`src/rtl/cpu_pkg.sv`:
```
// Shared CPU datapath definitions: widths, fetch-buffer entry layout, reset PC.
package cpu_pkg;

  localparam int XLEN       = 32;
  localparam int INSTR_W    = 32;
  localparam int IF_ENTRY_W = XLEN + INSTR_W;

  localparam logic [XLEN-1:0] DEFAULT_RESET_PC = 32'h0000_0000;

  // One fetch-buffer slot: the PC travels with its instruction word.
  typedef struct packed {
    logic [XLEN-1:0]    pc;
    logic [INSTR_W-1:0] instr;
  } if_entry_t;

  // Force an address onto a word boundary.
  function automatic logic [XLEN-1:0] word_align(input logic [XLEN-1:0] addr);
    return {addr[XLEN-1:2], 2'b00};
  endfunction

endpackage

```
`src/rtl/fetch_fifo.sv`:
```
// Small synchronous FIFO holding {pc, instr} pairs between fetch and decode.
// Flush empties it in one cycle; head_data is a combinational view of the
// oldest slot so a pushed word is visible right after the edge that wrote it.
module fetch_fifo
  import cpu_pkg::*;
#(
  parameter int DEPTH = 4
) (
  input  logic                        clk,
  input  logic                        rst_n,
  input  logic                        push,
  input  logic [IF_ENTRY_W-1:0]       push_data,
  input  logic                        pop,
  input  logic                        flush,
  output logic [$clog2(DEPTH):0]      count,
  output logic [IF_ENTRY_W-1:0]       head_data
);

  localparam int PTR_W = $clog2(DEPTH);

  logic [IF_ENTRY_W-1:0] mem_reg [DEPTH];
  logic [PTR_W-1:0]      wr_ptr_reg;
  logic [PTR_W-1:0]      rd_ptr_reg;
  logic [PTR_W:0]        count_reg;

  // Slot storage; cleared on reset so the head reads as zero afterwards.
  always_ff @(posedge clk or negedge rst_n) begin
    if (!rst_n) begin
      for (int i = 0; i < DEPTH; i++) begin
        mem_reg[i] <= '0;
      end
    end else if (push && !flush) begin
      mem_reg[wr_ptr_reg] <= push_data;
    end
  end

  // Pointers wrap naturally at DEPTH; flush beats push and pop.
  always_ff @(posedge clk or negedge rst_n) begin
    if (!rst_n) begin
      wr_ptr_reg <= '0;
      rd_ptr_reg <= '0;
      count_reg  <= '0;
    end else if (flush) begin
      wr_ptr_reg <= '0;
      rd_ptr_reg <= '0;
      count_reg  <= '0;
    end else begin
      if (push) begin
        wr_ptr_reg <= wr_ptr_reg + 1'b1;
      end
      if (pop) begin
        rd_ptr_reg <= rd_ptr_reg + 1'b1;
      end
      case ({push, pop})
        2'b10:   count_reg <= count_reg + 1'b1;
        2'b01:   count_reg <= count_reg - 1'b1;
        default: count_reg <= count_reg;
      endcase
    end
  end

  assign count     = count_reg;
  assign head_data = mem_reg[rd_ptr_reg];

endmodule

```
`src/rtl/instr_fetch_unit.sv`:
```
// Fetch stage: owns the fetch PC, requests words from instruction memory,
// buffers {pc, instr} for decode and restarts on a branch/jump redirect.
module instr_fetch_unit
  import cpu_pkg::*;
#(
  parameter int              DEPTH    = 4,
  parameter logic [XLEN-1:0] RESET_PC = DEFAULT_RESET_PC
) (
  input  logic                clk_i,
  input  logic                rst_i,
  output logic                imem_req_o,
  output logic [XLEN-1:0]     imem_addr_o,
  input  logic                imem_ack_i,
  input  logic [INSTR_W-1:0]  imem_data_i,
  input  logic                redirect_i,
  input  logic [XLEN-1:0]     redirect_pc_i,
  output logic                instr_valid_o,
  output logic [INSTR_W-1:0]  instr_o,
  output logic [XLEN-1:0]     pc_o,
  output logic [XLEN-1:0]     pc_plus4_o,
  input  logic                instr_ready_i
);

  localparam int CNT_W = $clog2(DEPTH) + 1;

  logic              run_reg;
  logic [XLEN-1:0]   fetch_pc_reg;
  logic [XLEN-1:0]   fetch_pc_next;
  logic [CNT_W-1:0]  count;
  logic              full;
  logic              accept;
  logic              pop;
  if_entry_t         push_entry;
  if_entry_t         head_entry;
  logic [IF_ENTRY_W-1:0] head_data;

  // Request depends only on registered state, so it never glitches with
  // ack/redirect; it stays up until the word is taken or the PC is redirected.
  assign full        = (count == CNT_W'(DEPTH));
  assign imem_req_o  = run_reg & ~full;
  assign imem_addr_o = fetch_pc_reg;

  // A redirect discards whatever memory returns in the same cycle.
  assign accept = imem_req_o & imem_ack_i & ~redirect_i;
  assign pop    = instr_valid_o & instr_ready_i;

  assign push_entry.pc    = fetch_pc_reg;
  assign push_entry.instr = imem_data_i;

  fetch_fifo #(
    .DEPTH (DEPTH)
  ) u_fifo (
    .clk       (clk_i),
    .rst_n     (rst_i),
    .push      (accept),
    .push_data (push_entry),
    .pop       (pop),
    .flush     (redirect_i),
    .count     (count),
    .head_data (head_data)
  );

  assign head_entry    = if_entry_t'(head_data);
  assign instr_valid_o = (count != '0);
  assign instr_o       = head_entry.instr;
  assign pc_o          = head_entry.pc;
  assign pc_plus4_o    = head_entry.pc + 32'd4;

  // Next fetch PC: redirect target first, else advance by one word on accept.
  always_comb begin
    fetch_pc_next = fetch_pc_reg;
    if (redirect_i) begin
      fetch_pc_next = word_align(redirect_pc_i);
    end else if (accept) begin
      fetch_pc_next = fetch_pc_reg + 32'd4;
    end
  end

  // Fetch PC and run flag; run comes up on the first edge after reset release.
  always_ff @(posedge clk_i or negedge rst_i) begin
    if (!rst_i) begin
      fetch_pc_reg <= word_align(RESET_PC);
      run_reg      <= 1'b0;
    end else begin
      fetch_pc_reg <= fetch_pc_next;
      run_reg      <= 1'b1;
    end
  end

endmodule

```
`config.mk`:
```
export PLATFORM = sky130hd
export DESIGN_NAME = instr_fetch_unit
export DESIGN_NICKNAME = d
export VERILOG_FILES = /design/src/rtl/cpu_pkg.sv /design/src/rtl/fetch_fifo.sv /design/src/rtl/instr_fetch_unit.sv
export SDC_FILE = /design/constraint.sdc
export NUM_CORES = 1
export LEC_CHECK = 0
export CORE_MARGIN = 10
export CORE_UTILIZATION = 55
export CTS_CLUSTER_SIZE = 10
export DETAILED_ROUTE_END_ITERATION = 7
export GPL_TIMING_DRIVEN = 0
export PLACE_DENSITY = 0.93
export SETUP_SLACK_MARGIN = 0.2
export SLEW_MARGIN = 0
export SYNTH_ARGS = -nofsm -noshare
export SYNTH_HDL_FRONTEND = slang
export SYNTH_SLANG_ARGS = --single-unit
export TNS_END_PERCENT = 1
```
`constraint.sdc`:
```
create_clock -name clk_i -period 3.32 [get_ports clk_i]
set_clock_uncertainty 0.05 [all_clocks]
set_input_delay 0.498 -clock clk_i [delete_from_list [all_inputs] [get_ports clk_i]]
set_output_delay 0.498 -clock clk_i [all_outputs]
set_load 0.005 [all_outputs]
```
==> results of run 1 <==
-- logic make-up after synthesis --
family                     synth area share
and+or+nand+nor                      0.0693
muxes                                 0.315
adders and majority gates           0.00695
buffers and inverters                0.0357
other                              0.000549
DFF                                   0.523
xor gates and xnor gates             0.0333
AOI/OAI and AO/OA                    0.0167
-- power groups by stage --
stage	logic [W]	clock network, W	registers [W]
2_1_floorplan	0.00298	0	0.00485
3_3_place_gp	0.00547	0	0.00499
3_5_place_dp	0.00561	0	0.00505
4_1_cts	0.00602	0.00323	0.00503
5_1_grt	0.00653	0.00336	0.00517
6_report	0.00613	0.00320	0.00506
-- final cells by class --
| type | instances | area [sq um] | share of cell area |
|---|---|---|---|
| Sequential cell | 286 | 7160 | 0.405 |
| Multi-Input combinational cell | 582 | 6150 | 0.348 |
| Timing Repair Buffer | 254 | 2450 | 0.139 |
| Clock buffer | 39 | 891 | 0.0505 |
| Buffer | 71 | 548 | 0.0310 |
| Tap cell | 324 | 405 | 0.0230 |
| Inverter | 11 | 41.3 | 0.00234 |
| Clock inverter | 1 | 8.76 | 0.000496 |
| Antenna cell | 3 | 7.51 | 0.000425 |
-- cell usage after synthesis (3+ instances only) --
master / count
sky130_fd_sc_hd__dfrtp_1: 286
sky130_fd_sc_hd__xnor2_1: 37
sky130_fd_sc_hd__inv_1: 11
sky130_fd_sc_hd__xor2_1: 15
sky130_fd_sc_hd__a221o_1: 4
sky130_fd_sc_hd__nand3_1: 20
sky130_fd_sc_hd__and2_1: 6
sky130_fd_sc_hd__buf_6: 13
sky130_fd_sc_hd__buf_2: 30
sky130_fd_sc_hd__a31oi_1: 3
sky130_fd_sc_hd__mux4_2: 51
sky130_fd_sc_hd__ha_1: 6
sky130_fd_sc_hd__mux2_1: 5
sky130_fd_sc_hd__and4_1: 7
sky130_fd_sc_hd__or3_1: 4
sky130_fd_sc_hd__clkbuf_1: 17
sky130_fd_sc_hd__mux4_1: 11
sky130_fd_sc_hd__nor3_1: 8
sky130_fd_sc_hd__and3_1: 11
sky130_fd_sc_hd__nor4_1: 3
sky130_fd_sc_hd__mux2_4: 15
sky130_fd_sc_hd__mux2_2: 228
sky130_fd_sc_hd__nand2_1: 45
sky130_fd_sc_hd__nor2_1: 20
sky130_fd_sc_hd__o21ai_0: 22
sky130_fd_sc_hd__buf_4: 8
sky130_fd_sc_hd__nand4_1: 23
-- stage by stage --
step | area, sq um | hold WS (ns) | util | cells
2_1_floorplan | 13700 | 0.152 | - | 950
3_3_place_gp | 16000 | 0.415 | 0.657 | 1464
3_5_place_dp | 16100 | 0.424 | 0.659 | 1466
4_1_cts | 17500 | 0.435 | 0.719 | 1561
5_1_grt | 17700 | 0.446 | 0.724 | 1569
6_report | 17700 | 0.435 | 0.724 | 1571
-- critical path, cell delays in order (launching register included) --
cell and delay (ns):
sky130_fd_sc_hd__dfrtp_2 0.43, sky130_fd_sc_hd__buf_6 0.14, sky130_fd_sc_hd__buf_16 0.14, sky130_fd_sc_hd__mux4_2 0.43
sky130_fd_sc_hd__nand4_4 0.11, sky130_fd_sc_hd__buf_6 0.15, sky130_fd_sc_hd__nor4b_4 0.21, sky130_fd_sc_hd__buf_4 0.18
sky130_fd_sc_hd__buf_6 0.10, sky130_fd_sc_hd__buf_6 0.08, sky130_fd_sc_hd__nand4_1 0.11, sky130_fd_sc_hd__xnor2_1 0.14
sky130_fd_sc_hd__buf_2 0.13
-- repair_timing --
item / CTS / global route
pin swaps: 25 / 24
hold buffers: 1 / 0
endpoints found under the hold margin: 83 / 0
buffers inserted: 52 / 7
setup endpoints to repair: 64 / 40
resized for setup: 181 / 43
cloned: 2 / 0
-- routing by layer --
metal | vias to the layer above | track usage | share of wire
met4 | 0 | 0.0948 | 0.039
met5 | - | 0 | 0
met1 | 4963 | 0.286 | 0.39
met2 | 376 | 0.398 | 0.51
met3 | 100 | 0.0499 | 0.061
li1 | 4022 | - | -
-- how the worst max path moves through the flow --
stage                              start                  end  slack, ns  depth (start not counted)
floorplan           u_fifo.rd_ptr_reg[0]       pc_plus4_o[12]       0.77                          8
global placement                   rst_i  u_fifo.mem_reg[133]     -10.15                          1
detailed placement  u_fifo.rd_ptr_reg[0]       pc_plus4_o[31]      -0.45                          8
CTS                 u_fifo.rd_ptr_reg[0]       pc_plus4_o[31]      -0.06                         10
global route        u_fifo.rd_ptr_reg[0]       pc_plus4_o[29]      -0.17                         12
finish              u_fifo.rd_ptr_reg[0]       pc_plus4_o[29]      -0.07                         12
==> metrics.log, run 1 <==
INFO  metric reg2reg_setup_slack = 0.84 ns
INFO  metric clkSlewWorstSetupHoldPaths = approximately 0.060 ns
INFO  metric final-hold-violation-count = 0
INFO  metric power.net_switching = roughly 0.0044 W
INFO  metric hold_start = u_fifo.mem_reg[114]
INFO  metric die_y = approximately 180 microns
INFO  metric ys_warn_count = 0
INFO  metric synth_area_leaders = sky130_fd_sc_hd__dfrtp_1, sky130_fd_sc_hd__mux2_2, sky130_fd_sc_hd__mux4_2
INFO  metric cp_data_required_time = ~2.8 ns
INFO  metric fp.dieArea = 31,600 sq um
INFO  metric drt_pass1_iterations = 5
INFO  metric power.total = 0.0144 W
INFO  metric power.leakage = ~8 nW
INFO  metric syn_to_final_growth = 29.0%
INFO  metric drt_drc_violations_left = 0
INFO  metric largest_register_ff_count = 248
INFO  metric power.switching_fraction = 0.306
INFO  metric die_width = 178 microns
INFO  metric worst_slack = -0.0681 ns
INFO  metric synth_edf_count = 0
INFO  metric arrival_worst_endpoint = about 2.8 ns
INFO  metric final_period_minus_worst_setup_slack = 3.39 ns
INFO  metric place_congestion = 0.859
INFO  metric ios = between 150 and 200
INFO  metric post-place-ws = -0.451 ns
INFO  metric p_clk_frac = 0.223
INFO  metric drive_above_1_share = 0.413
INFO  metric core = 24,400 sq um
INFO  metric seq_power_share = 0.352
INFO  metric cellPowerDensity = 815 nW/um^2
INFO  metric dr_total_vias = 9,461
INFO  metric netlist_area = approximately 14,000 sq um
INFO  metric synth.yosys.seq_area_share = 0.523
INFO  metric hold-path-endpoint = u_fifo.mem_reg[114]
INFO  metric criticalPathCategory = register to output pin
INFO  metric h-tree-depth = 2
INFO  metric fillers = 1,503
INFO  metric clk-insertion-delay-late = approximately 0.50 ns
INFO  metric grt_setup_unrepaired = true
INFO  metric synthesis.area_per_instance = approximately 14 sq um
INFO  metric whs_path_depth = 1
INFO  metric netlist_instances = 945
INFO  metric vdd_drop_max = roughly 0.52 mV
INFO  metric crit-reg2reg-capture = u_fifo.mem_reg[52]
INFO  metric worstSetupEndpointType = output pin
INFO  metric ffs_w_async_s_r_synth = 1.00
INFO  metric grt_max_degree = ~110
INFO  metric p_int = ~0.010 W
INFO  metric synthDominantAreaCellType = sky130_fd_sc_hd__dfrtp_1
INFO  metric post-dp-hpwl = around 24,000 microns
INFO  metric timing.final.crit_share = 1.02
INFO  metric via_per_inst = 6.02
INFO  metric grtUsageTotal = 0.234
INFO  metric drt-initial-drc-count = between 600 and 700
INFO  metric wl = approximately 38,000 microns
INFO  metric grt_pass1_wl = between 50,000 and 60,000 microns
INFO  metric synth_top_flop_cell = sky130_fd_sc_hd__dfrtp_1
INFO  metric cts_num_sinks = about 290
INFO  metric pwr-share-comb = 0.426
INFO  metric worstReg2RegStart = u_fifo.count[0]
INFO  metric first_global_vias = 10,300
INFO  metric yosys_register_bits = ~290
INFO  metric remaining_overflow_grt = 0
INFO  metric worst-path-max-fanout = 5
INFO  metric transition_time_at_the_pin_with_the_least_slew_margin = between 0.6 and 0.7 ns
INFO  metric slew-limit-headroom = 0.535
INFO  metric report.final.slew_viol_count = 0
INFO  metric initial_core_util = 0.561
INFO  metric placement.io_buffers = 190
INFO  metric drv.max_cap_violation_count = 0
INFO  metric final_nets = 1,316
INFO  metric most_frequent_standard_cell_in_the_layout_excluding_fill_and_tap_cells = sky130_fd_sc_hd__dfrtp_1
INFO  metric clock-root-buffer = sky130_fd_sc_hd__clkbuf_16
INFO  metric cts_made_buffers = 34
INFO  metric final.setup.tns = -0.297 ns
INFO  metric number_of_antenna_violations_at_the_first_check_in_global_routing = 2
INFO  metric tritoncts_clock_tree = yes
INFO  metric routedWlPerCell = between 20 and 25 microns
INFO  metric timing.critical_path.from_type = register
INFO  metric finalSetupViolations = 7
INFO  metric most-common-layout-cells = sky130_fd_sc_hd__dfrtp_1, sky130_fd_sc_hd__mux2_2, sky130_fd_sc_hd__clkdlybuf4s50_1, sky130_fd_sc_hd__mux4_2, sky130_fd_sc_hd__buf_2
INFO  metric synth_cell_types = 52
INFO  metric timing.hold.worst.class = register to register
INFO  metric timing.reg2reg.worst_path_depth = 7
INFO  metric placement_rows = between 50 and 60
INFO  metric cts_max_path_buffers = 3
INFO  metric failing_checks = negative setup slack
INFO  metric drt.antenna.violating_nets = 0
INFO  metric timing.fmax = 295 MHz
INFO  metric synth_top_cell_area_share = 0.523
INFO  metric status = finished with violations
Power figures use the tool's default switching activity.
==> run 2, diff against run 1 <==
- CAP_MARGIN: default -> 20
- GPL_ROUTABILITY_DRIVEN: default -> 0
==> results of run 2 <==
Final layout, timing and power as in run 1 (identical DEF).
==> run 3, diff against run 2 <==
- CTS_CLUSTER_DIAMETER: default -> 150
==> run 3 against run 2 <==
Effect of this change: largest power group unchanged; combinational power shrank 2%; routed wire length shrank 3.6%; first-iteration DRC count grew 5.3%; the run still ends with negative setup slack left; sequential share of layout area grew 0.37 points; critical path depth shrank 1; die area is the same; via count shrank 1.4%; register-to-register slack lost 0.02 ns; sequential power is essentially flat; clock power grew 2%; utilization shrank 0.65 points; hold slack lost 0.0012 ns.
==> metrics.log, run 3 (synthesis results as in run 1) <==
INFO  metric wl = 36,600 microns (was 37,900 microns)
INFO  metric drv.max_cap_violation_count = 0 (unchanged)
INFO  metric timing.final.crit_share = 1.04 (was 1.02)
INFO  metric failing_checks = negative setup slack (unchanged)
INFO  metric criticalPathCategory = register to output pin (unchanged)
INFO  metric place_inst = 1,466 (unchanged)
INFO  metric grtUsageTotal = 0.229 (was 0.234)
INFO  metric critical_path.cell_chain = buf_12 > buf_16 > mux4_2 > nand4_4 > buf_6 > nor4b_4 > buf_4 > buf_4 > nand3_1 > xnor2_1 > clkdlybuf4s15_2 (was buf_6 > buf_16 > mux4_2 > nand4_4 > buf_6 > nor4b_4 > buf_4 > buf_6 > buf_6 > nand4_1 > xnor2_1 > buf_2)
INFO  metric clk-insertion-delay-late = 0.51 ns (was 0.50 ns)
INFO  metric timing.reg2reg.worst_path_depth = 7 (unchanged)
INFO  metric reg2reg_setup_slack = 0.82 ns (was 0.84 ns)
INFO  metric status = finished with violations (unchanged)
INFO  metric cp_data_required_time = 2.77 ns (about the same)
INFO  metric placement.io_buffers = 190 (unchanged)
INFO  metric crit-reg2reg-capture = u_fifo.mem_reg[185] (was u_fifo.mem_reg[52])
INFO  metric grt_setup_unrepaired = true (unchanged)
INFO  metric post-dp-hpwl = 24,200 microns (unchanged)
INFO  metric dr_total_vias = 9,333 (was 9,461)
INFO  metric die_y = 178 microns (unchanged)
INFO  metric h-tree-depth = 2 (unchanged)
INFO  metric worst_path_most_repeated_cell = sky130_fd_sc_hd__buf_4 (was sky130_fd_sc_hd__buf_6)
INFO  metric worst_slack = -0.141 ns (was -0.0681 ns)
INFO  metric first_global_vias = 10,200 (was 10,300)
INFO  metric drt_pass1_iterations = 5 (unchanged)
INFO  metric timing.critical_path.slowest_cell_delay = 0.44 ns (was 0.43 ns)
INFO  metric drt-initial-drc-count = 716 (was 680)
INFO  metric vdd_drop_max = 0.449 mV (was 0.524 mV)
INFO  metric final_period_minus_worst_setup_slack = 3.46 ns (was 3.39 ns)
INFO  metric report.final.slew_viol_count = 0 (unchanged)
INFO  metric cts_num_sinks = 286 (unchanged)
INFO  metric via_per_inst = 6.01 (was 6.02)
INFO  metric most_frequent_standard_cell_in_the_layout_excluding_fill_and_tap_cells = sky130_fd_sc_hd__dfrtp_1 (unchanged)
INFO  metric transition_time_at_the_pin_with_the_least_slew_margin = 0.701 ns (was 0.691 ns)
INFO  metric cts_made_buffers = 34 (unchanged)
INFO  metric final_nets = 1,302 (was 1,316)
INFO  metric power.total = 0.0143 W (was 0.0144 W)
INFO  metric drt.antenna.violating_nets = 0 (unchanged)
INFO  metric ios = 199 (unchanged)
INFO  metric slew-limit-headroom = 0.529 (was 0.535)
INFO  metric worstReg2RegStart = u_fifo.count[0] (unchanged)
INFO  metric worst-path-max-fanout = 5 (unchanged)
INFO  metric routedWlPerCell = 23.5 microns (was 24.1 microns)
INFO  metric die_width = 178 microns (unchanged)
INFO  metric cellPowerDensity = 818 nW/um^2 (was 815 nW/um^2)
INFO  metric power.leakage = 7.78 nW (was 8.00 nW)
INFO  metric postPlaceCellArea = 16,100 sq um (unchanged)
INFO  metric largest_register_ff_count = 248 (unchanged)
INFO  metric timing.critical_path.from_type = register (unchanged)
INFO  metric drt_drc_violations_left = 0 (unchanged)
INFO  metric initial_core_util = 0.561 (unchanged)
INFO  metric arrival_worst_endpoint = 2.91 ns (was 2.84 ns)
INFO  metric grt_pass1_wl = 57,100 microns (was 58,200 microns)
INFO  metric drive_above_1_share = 0.399 (was 0.413)
INFO  metric remaining_overflow_grt = 0 (unchanged)
INFO  metric core = 24,400 sq um (unchanged)
INFO  metric timing.fmax = 289 MHz (was 295 MHz)
INFO  metric final-hold-violation-count = 0 (unchanged)
INFO  metric whs_path_depth = 1 (unchanged)
INFO  metric number_of_antenna_violations_at_the_first_check_in_global_routing = 3 (was 2)
INFO  metric finalSetupViolations = 12 (was 7)
INFO  metric cts_max_path_buffers = 3 (unchanged)
INFO  metric timing.hold.worst.class = register to register (unchanged)
INFO  metric worstSetupEndpointType = output pin (unchanged)
INFO  metric post_layout_nonfiller_instances = 1,554 (was 1,571)
INFO  metric placement_rows = 57 (unchanged)
INFO  metric hold_start = u_fifo.mem_reg[115] (was u_fifo.mem_reg[114])
INFO  metric grt_max_degree = 105 (unchanged)
INFO  metric post-route-cell-area = 17,500 sq um (was 17,700 sq um)
INFO  metric clkSlewWorstSetupHoldPaths = 0.06 ns (about the same)
INFO  metric clock-root-buffer = sky130_fd_sc_hd__clkbuf_16 (unchanged)
INFO  metric most-common-layout-cells = sky130_fd_sc_hd__dfrtp_1, sky130_fd_sc_hd__mux2_2, sky130_fd_sc_hd__clkdlybuf4s50_1, sky130_fd_sc_hd__mux4_2, sky130_fd_sc_hd__buf_2 (unchanged)
INFO  metric syn_to_final_growth = 27.8% (was 29.0%)
INFO  metric fp.dieArea = 31,600 sq um (unchanged)
INFO  metric cpMaxStageDelayCell = sky130_fd_sc_hd__dfrtp_2 (unchanged)
INFO  metric tritoncts_clock_tree = yes (unchanged)
INFO  metric hold-path-endpoint = u_fifo.mem_reg[115] (was u_fifo.mem_reg[114])
-- run 3: cell count changes in the layout (fill, tap and decap cells not counted), sizes merged --
cell and delta:
clkdlybuf4s50 +31, dlygate4sd2 -17, buf -15, dlymetal6s2s -11, clkbuf -6, bufinv +1
-- run 3: layout make-up --
type | instances | area [sq um]
fill | 1526 | 6890
buffer | 71 | 500
timing repair buffer | 240 | 2340
tap | 324 | 405
multi-input combinational | 582 | 6130
antenna | 3 | 7.51
inverter | 11 | 41.3
sequential | 286 | 7160
clock inverter | 2 | 38.8
clock buffer | 35 | 876
-- run 3: repair_timing --
item,4_1_cts,5_1_grt
cloned,2,0
endpoints found under the hold margin,83,0
setup buffers,38,7
hold buffers,1,0
gates resized for setup,140,19
pin swaps,27,19
endpoints found under the setup margin,64,61
-- run 3: how the worst max path moves through the flow --
stage	cells after the start	to	from	slack, ns
2_1_floorplan	8	pc_plus4_o[12]	u_fifo.rd_ptr_reg[0]	0.77
6_report	11	pc_plus4_o[30]	u_fifo.rd_ptr_reg[0]	-0.14
4_1_cts	9	pc_plus4_o[31]	u_fifo.rd_ptr_reg[0]	-0.14
3_3_place_gp	1	u_fifo.mem_reg[133]	rst_i	-10.15
5_1_grt	12	pc_plus4_o[29]	u_fifo.rd_ptr_reg[0]	-0.23
3_5_place_dp	8	pc_plus4_o[31]	u_fifo.rd_ptr_reg[0]	-0.45
-- run 3: metal layers --
metal / GRT usage / vias to the layer above / wire, microns
li1: - / 3999 / -
met1: 0.282 / 4864 / 14600
met2: 0.392 / 379 / 18500
met3: 0.0421 / 91 / 2260
met4: 0.0896 / 0 / 1210
met5: 0 / - / 0
-- run 3: where the power goes --
part	internal (W)	total, W	switching, W
Clock	0.00193	0.00325	0.00132
Sequential	0.00446	0.00506	0.000601
Combinational	0.00364	0.00600	0.00236
-- run 3: worst max-delay path, delay by kind of cell, from the launching register on --
| kind | cells | cell delay (ns) |
|---|---|---|
| flops | 1 | 0.44 |
| mux | 1 | 0.42 |
| simple gates | 3 | 0.43 |
| buf+inv | 6 | 0.96 |
| xor+xnor | 1 | 0.14 |
-- run 3: metrics by stage --
stage	utilization	hold WS, ns	TNS (ns)	setup WS, ns
floorplan	-	0.152	0	0.770
global placement	0.657	0.415	-2897.94	-10.15
detailed placement	0.659	0.424	-1.26	-0.451
CTS	0.714	0.441	-0.837	-0.138
global route	0.717	0.464	-2.54	-0.225
finish	0.717	0.434	-0.884	-0.141
